[config.mk]
export PLATFORM = sky130hd
export DESIGN_NAME = decoder_3to8_flat
export DESIGN_NICKNAME = d
export VERILOG_FILES = /design/src/rtl/decoder_3to8_if.sv /design/src/rtl/decoder_3to8.sv /design/src/flat_wrapper.sv
export SDC_FILE = /design/constraint.sdc
export NUM_CORES = 1
export LEC_CHECK = 0
export CAP_MARGIN = 20
export CORE_AREA = 2 2 39 41
export CTS_BUF_LIST = sky130_fd_sc_hd__clkbuf_2
export CTS_CLUSTER_DIAMETER = 200
export DETAILED_ROUTE_END_ITERATION = 8
export DIE_AREA = 0 0 41 43
export PLACE_DENSITY = 0.56
export SYNTH_ARGS = -nofsm -noshare
export SYNTH_HDL_FRONTEND = slang
export SYNTH_SLANG_ARGS = --single-unit
[constraint.sdc]
create_clock -name clk -period 0.8 [get_ports clk]
set_clock_uncertainty 0.1 [all_clocks]
set_input_delay 0.16 -clock clk [delete_from_list [all_inputs] [get_ports clk]]
set_output_delay 0.16 -clock clk [all_outputs]
set_load 0.02 [all_outputs]
[src/rtl/decoder_3to8_if.sv]
// ----------------------------------------------------------------------------
// decoder_3to8_if
// Groups the decode request (en, a_in) and the registered response
// (a_out, out_valid) of the 3-to-8 decoder. Clock and reset stay outside.
//   master : drives en/a_in, observes a_out/out_valid (the requester)
//   slave  : the decoder itself
// ----------------------------------------------------------------------------
interface decoder_3to8_if;
    logic       en;
    logic [2:0] a_in;
    logic [7:0] a_out;
    logic       out_valid;

    modport master (output en, output a_in, input a_out, input out_valid);
    modport slave  (input en, input a_in, output a_out, output out_valid);
endinterface

[src/rtl/decoder_3to8.sv]
// ----------------------------------------------------------------------------
// decoder_3to8
// Registered 3-to-8 binary decoder with one cycle of latency.
//   clk          : rising-edge clock
//   rst_n        : synchronous active-low reset (priority over en/a_in)
//   bus.en       : decode enable; 0 forces all outputs inactive
//   bus.a_in     : 3-bit code
//   bus.a_out    : one-hot word (one-cold when ACTIVE_LOW=1)
//   bus.out_valid: a_out holds the decode of an enabled code
// Parameter ACTIVE_LOW selects output polarity.
// ----------------------------------------------------------------------------
module decoder_3to8 #(
    parameter bit ACTIVE_LOW = 1'b0
) (
    input logic           clk,
    input logic           rst_n,
    decoder_3to8_if.slave bus
);
    // Polarity mask: XOR with this turns the one-hot word into its active level.
    localparam logic [7:0] POL      = {8{ACTIVE_LOW}};
    localparam logic [7:0] INACTIVE = POL;

    logic [7:0] w_hot;
    logic [7:0] r_out;
    logic       r_vld;

    // One comparator per output line.
    genvar g;
    generate
        for (g = 0; g < 8; g++) begin : g_line
            assign w_hot[g] = (bus.a_in == 3'(g));
        end
    endgenerate

    always_ff @(posedge clk) begin
        if (!rst_n) begin
            r_out <= INACTIVE;
            r_vld <= 1'b0;
        end else if (bus.en) begin
            r_out <= w_hot ^ POL;
            r_vld <= 1'b1;
        end else begin
            r_out <= INACTIVE;
            r_vld <= 1'b0;
        end
    end

    assign bus.a_out     = r_out;
    assign bus.out_valid = r_vld;
endmodule

[src/flat_wrapper.sv]
// flat-port wrapper written by rule: the top's interface ports become plain ports
module decoder_3to8_flat 
#(
    parameter bit ACTIVE_LOW = 1'b0
)
  (clk, rst_n, bus_en, bus_a_in, bus_a_out, bus_out_valid);
  decoder_3to8_if bus_i ();
  input logic clk;
  input logic rst_n;
  input wire logic [$bits(bus_i.en)-1:0] bus_en;
  input wire logic [$bits(bus_i.a_in)-1:0] bus_a_in;
  output wire logic [$bits(bus_i.a_out)-1:0] bus_a_out;
  output wire logic [$bits(bus_i.out_valid)-1:0] bus_out_valid;
  assign bus_i.en = bus_en;
  assign bus_i.a_in = bus_a_in;
  assign bus_a_out = bus_i.a_out;
  assign bus_out_valid = bus_i.out_valid;
  decoder_3to8 #(.ACTIVE_LOW(ACTIVE_LOW)) u_core (.clk(clk), .rst_n(rst_n), .bus(bus_i));
endmodule
==> reports/summary.txt, run 1 <==
Status: finished, violations left
First-pass GRT wire length: 752 µm
# nets final: 49
Critical path's largest stage delay: 0.33 ns
Hold-fix buffers at CTS: 0
Starting Density: 18.6%
Core Region: 1380 µm²
Register area share after synthesis: 69.9%
CTS tree: built
Site row count: 14
Power, Total: 0.815 mW
Vias in the first global route: 190
Pre-antenna DRT Iters: 1
Cell Count, Final, Fillers Out: 58
Int Power: 0.633 mW
Yosys warns: 0
Post-route cell area: 467 µm²
WP data required: 0.54 ns
Peak Freq: 1060 MHz
Die X: 41 µm
CTS max path bufs: 2
Final setup TNS: -1.16 ns
Final Cycle Share: 117%
# setup viols final: 9
Clock root buffer: clkbuf_2
Slew Limit Fails: 0
Share of layout cells above drive strength 1: 61.9%
DRT iter0 DRCs: 0
Fin. Hold Viols: 0
Psw: 0.182 mW
Vias post-DR: 205
Die ar.: 1760 µm²
DRC errors left: 0
Hold path depth: 2
Global placer's final weighted congestion: 0.762
P_leak: 0.205 nW
DP HPWL: 371 µm
Cell count along the critical path: 1
Worst path slowest cell: dfxtp_2
DR vias/cell: 3.53
Total grt overflow: 0
Register area: 191 µm²
Max-cap violation count: 0
Clk network pwr share: 33.4%
Cell taking the most area after synthesis: dfxtp_1
Synthesis-to-layout area growth: 81.1%
Unique masters post-synth: 8
Crit path max-delay family: flip-flops
Clock buffers created by TritonCTS: 3
Failing checks: negative setup slack
Post-Synthesis Cells: 23
Maximum vdd ir drop: 0.624 mV
Synth top area cells: dfxtp_1 (70%), nor2_1 (8.7%), nor3_2 (7.8%)
Setup WS post-layout: -0.139 ns
Worst hold slack: 0.211 ns
Dpl cells: 54
Largest net degree at the start of global routing: 6
CP arrival: 0.68 ns
Clock sinks: 9
Ports: 15
Finished Core Util: 33.7%
Final antenna-violating net count: 0
Logic pwr share: 9.9%
H-tree depth: 1
Hold Path Class: input port to register
RSZ-0062 raised after global routing: yes
FILL cells: 154
Die Ht: 43 µm
Initial antenna violation count: 0
WS Path Type: register to output pin
Pwr/cell area: 1750 nW/µm²
Drt total wl: 464 µm
Min cycle time layout: 0.939 ns
Crit-path max FO: 1
Multi-input gate area: 82.6 µm²
Synth Net Count: 29
Clk slew on worst S/H paths: 0.08 ns
Worst slew pin tran: 0.181 ns
Grt met1 use: 7.54%
Critical Path Start Type: register
Setup crit end kind: output pin
Share of power burned in registers: 56.7%
Synth Register Bits: 9
WL/cell: 8.00 µm
Placed cell areas: 425 µm²
Critical path buffers and inverters: 1
Antenna Cells: 0
Synthesized area per cell: 11.2 µm²
Worst path cell trace: buf_6
Post-synth top area share: 69.9%
Pre-CTS setup slack: -0.365 ns
GR Util met3: 4.71%
# port buffers: 14
Sw frac: 22.4%
Global-route layer with the greatest usage: met2
Post-Syn Area: 258 µm²
Met2 GRT Util: 9.06%
GRT Total Usage: 7.37%
Slew HR: 87.9%
Yosys cell counts:
| master | number |
|---|---|
| and2_1 | 1 |
| dfxtp_1 | 9 |
| nor2_1 | 6 |
| nand3b_1 | 1 |
| nand2b_1 | 2 |
| nand2_1 | 1 |
| nor3_2 | 2 |
| nand3_1 | 1 |
placed cells by master (no fill, tap or decap):
cell type | netlist | final
nand3b_1 | 1 | 1
nand2b_1 | 2 | 2
buf_4 | 0 | 1
nor3_2 | 2 | 2
dlygate4sd2_1 | 0 | 5
dfxtp_2 | 0 | 9
nand2_1 | 1 | 1
nand3_2 | 0 | 1
and2_1 | 1 | 1
clkbuf_2 | 0 | 4
buf_6 | 0 | 9
nor2_1 | 6 | 6
final timing paths:
path	startpoint	to	slack, ns
max	u_core.bus.a_out[4]$_SDFF_PN0_	bus_a_out[4]	-0.14
min	bus_a_in[1]	u_core.bus.a_out[0]$_SDFF_PN0_	0.21
layer usage:
| metal | up-vias | routed length, µm |
|---|---|---|
| met5 | - | 0 |
| met4 | 0 | 12 |
| met3 | 2 | 47 |
| met2 | 9 | 214 |
| met1 | 84 | 189 |
| li1 | 110 | - |
area by class of cell:
class / instances / share of cell area (%)
Tap cell: 16 / 4.29
Timing Repair Buffer: 15 / 32.7
Multi-Input combinational cell: 14 / 17.7
Clock buffer: 4 / 4.29
Sequential cell: 9 / 41.0
logic make-up (layout without fill, tap and decap cells):
family / after synthesis / after routing / share of synthesized area, %
simple gates: 14 / 14 / 30.1
flops: 9 / 9 / 69.9
buf+inv: 0 / 19 / 0
power groups by stage:
stage               registers (mW)  clock network (mW)  logic (mW)
detailed placement           0.470                   0      0.0861
floorplan                    0.482                   0      0.0168
CTS                          0.463               0.278      0.0810
global placement             0.470                   0      0.0859
finish                       0.462               0.272      0.0803
global route                 0.463               0.317      0.0882
timing repair:
action / in CTS / in global routing
resized for setup: 69 / 0
setup buffers: 0 / 0
pin swaps: 2 / 0
setup endpoints to repair: 17 / 9
endpoints found under the hold margin: 0 / 0
flip-flops by register name, indices dropped and copies added (netlist names):
signal,count
u_core.bus.a_out,8
u_core.bus.out_valid,1
Power figures use the tool's default switching activity.
==> inputs of run 2 (changes only) <==
--- a/config.mk
+++ b/config.mk
@@ -11,7 +11,8 @@
 export CTS_CLUSTER_DIAMETER = 200
 export DETAILED_ROUTE_END_ITERATION = 8
 export DIE_AREA = 0 0 41 43
-export PLACE_DENSITY = 0.56
+export DONT_BUFFER_PORTS = 1
+export PLACE_DENSITY = 0.41
 export SYNTH_ARGS = -nofsm -noshare
 export SYNTH_HDL_FRONTEND = slang
 export SYNTH_SLANG_ARGS = --single-unit
==> run 2 against run 1 <==
  * The run ends with negative hold slack, negative setup slack left
  * Flip-flop and latch count unchanged
  * Global-route usage increased by 0.56 points
  * Critical endpoint is now bus_a_out[6]
  * Clock-buffer cell count unchanged
  * Power decreased by 7.1%
  * Largest cell class unchanged
  * Critical path depth decreased by 1
  * Maximum frequency increased by 7.0%
  * Clock power increased by 2%
  * Largest power group unchanged
  * Via count decreased by 14%
==> reports/summary.txt, run 2 (synthesis results as in run 1) <==
Status: finished, violations left
Failing checks: negative hold slack, negative setup slack
Clock root buffer: clkbuf_2
DP HPWL: 355 µm (-4.6%)
Placed cell areas: 278 µm² (-35%)
RSZ-0062 raised after global routing: yes
Clock sinks: 9 (unchanged)
Synthesis-to-layout area growth: 40.3%
CTS max path bufs: 2 (unchanged)
Antenna Cells: 0 (unchanged)
Hold Crit Endpoint: u_core.bus.a_out[4]$_SDFF_PN0_
Initial antenna violation count: 0 (unchanged)
# setup viols final: 9 (unchanged)
Dpl cells: 39 (-28%)
Hold path depth: 1 (-1)
Final Cycle Share: 110% (-7.7 points)
GRT Total Usage: 7.93% (+0.56 points)
Final antenna-violating net count: 0 (unchanged)
Maximum vdd ir drop: 0.409 mV (-35%)
Setup WS post-layout: -0.0780 ns (+0.0614 ns)
Drt total wl: 481 µm (+3.7%)
Share of layout cells above drive strength 1: 50.0% (-12 points)
Min cycle time layout: 0.878 ns (-0.0614 ns)
Commonest non-fill, non-tap cell in the layout: dfxtp_4
WP data required: 0.54 ns (about the same)
H-tree depth: 1 (unchanged)
P_leak: 0.131 nW (-36%)
# nets final: 37 (-24%)
Max-cap violation count: 0 (unchanged)
WS Path Type: register to output pin
Fin. Hold Viols: 6 (+6)
Setup crit end kind: output pin
Site row count: 14 (unchanged)
Slew Limit Fails: 0 (unchanged)
Clock buffers created by TritonCTS: 3 (unchanged)
Hold-fix buffers at CTS: 3 (+3)
Max reg flops: 8 (unchanged)
Global placer's final weighted congestion: 0.597 (-22%)
Hold Path Class: input port to register
Starting Density: 18.6% (unchanged)
Largest net degree at the start of global routing: 6 (unchanged)
CP arrival: 0.62 ns (-0.06 ns)
FILL cells: 155 (+0.65%)
Worst hold slack: -0.131 ns (-0.342 ns)
# port buffers: 0 (-14)
Pwr/cell area: 2090 nW/µm² (+20%)
Total grt overflow: 0 (unchanged)
DR vias/cell: 3.85 (+8.9%)
Vias post-DR: 177 (-14%)
Worst slew pin tran: 0.197 ns (+0.0160 ns)
Crit-path max FO: 1 (unchanged)
Pre-antenna DRT Iters: 2 (+1)
Ports: 15 (unchanged)
CTS tree: built
Slew HR: 86.8% (-1.1 points)
Die X: 41 µm (unchanged)
Peak Freq: 1140 MHz (+7.0%)
Vias in the first global route: 188 (-1.1%)
Cell count along the critical path: 0 (-1)
Post-route cell area: 362 µm² (-23%)
DRC errors left: 0 (unchanged)
Cell Count, Final, Fillers Out: 46 (-21%)
Critical Path Start Type: register
First-pass GRT wire length: 793 µm (+5.5%)
Die ar.: 1760 µm² (unchanged)
Commonest cells after routing, fill and taps aside: dfxtp_4 (9), nor2_1 (6), clkbuf_2 (4)
Core Region: 1380 µm² (unchanged)
Clk slew on worst S/H paths: 0.08 ns (about the same)
Hold Startpoint: bus_a_in[0]
Die Ht: 43 µm (unchanged)
WL/cell: 10.5 µm (+31%)
DRT iter0 DRCs: 1 (+1)
## run 2: changes by cell type in the layout (fill, tap and decap cells not counted), sizes merged
| cell | change |
|---|---|
| dlygate4sd2 | -5 |
| buf | -10 |
| dlygate4sd3 | +3 |
## run 2: stage by stage
step,total power [mW],worst slack [ns],TNS (ns),utilization (%)
final,0.757,-0.0780,-0.684,26.1
after global routing,0.808,-0.127,-1.04,26.1
after CTS,0.777,-0.0988,-0.863,26.1
after detailed placement,0.503,0.0998,0,20.1
after global placement,0.503,0.108,0,20.1
after floorplan,0.499,0.145,0,-
## run 2: repair_timing
action | 4_1_cts | 5_1_grt
resized for setup | 18 | 0
buffers inserted | 0 | 0
setup endpoints to repair | 9 | 9
hold endpoints to repair | 9 | 6
pin swaps | 0 | 0
## run 2: routing by layer
metal	routed length [µm]	part of all wire (%)	GRT usage, %
met1	163	34	7.07
met2	224	47	8.75
met3	65	14	5.76
met4	27	5.6	12.0
met5	0	0	0
## run 2: cell type report
type,instances,area [µm²],area share (%)
Multi-Input combinational cell,14,77.6,21.5
Sequential cell,9,214,59.2
Timing Repair Buffer,3,30.0,8.30
Tap cell,16,20.0,5.54
Clock buffer,4,20.0,5.54
## run 2: how the worst max path moves through the flow
stage                              startpoint                             end  slack, ns
2_1_floorplan  u_core.bus.a_out[0]$_SDFF_PN0_                    bus_a_out[0]       0.14
3_3_place_gp                      bus_a_in[2]  u_core.bus.a_out[0]$_SDFF_PN0_       0.11
3_5_place_dp                      bus_a_in[2]  u_core.bus.a_out[0]$_SDFF_PN0_        0.1
4_1_cts        u_core.bus.a_out[4]$_SDFF_PN0_                    bus_a_out[4]       -0.1
5_1_grt        u_core.bus.a_out[1]$_SDFF_PN0_                    bus_a_out[1]      -0.13
6_report       u_core.bus.a_out[6]$_SDFF_PN0_                    bus_a_out[6]      -0.08
## run 2: report_power, final
part	internal, mW	switching [mW]	total [mW]
Sequential	0.434	0.0148	0.449
Combinational	0.0185	0.0117	0.0302
Clock	0.133	0.146	0.278
==> inputs of run 3 (changes only) <==
--- a/config.mk
+++ b/config.mk
@@ -5,14 +5,15 @@
 export SDC_FILE = /design/constraint.sdc
 export NUM_CORES = 1
 export LEC_CHECK = 0
-export CAP_MARGIN = 20
 export CORE_AREA = 2 2 39 41
 export CTS_BUF_LIST = sky130_fd_sc_hd__clkbuf_2
 export CTS_CLUSTER_DIAMETER = 200
 export DETAILED_ROUTE_END_ITERATION = 8
 export DIE_AREA = 0 0 41 43
 export DONT_BUFFER_PORTS = 1
+export GPL_ROUTABILITY_DRIVEN = 1
 export PLACE_DENSITY = 0.41
+export SLEW_MARGIN = 20
 export SYNTH_ARGS = -nofsm -noshare
 export SYNTH_HDL_FRONTEND = slang
 export SYNTH_SLANG_ARGS = --single-unit
==> results of run 3 <==
Same layout as run 2: the final DEF is identical, and so are final timing and power.
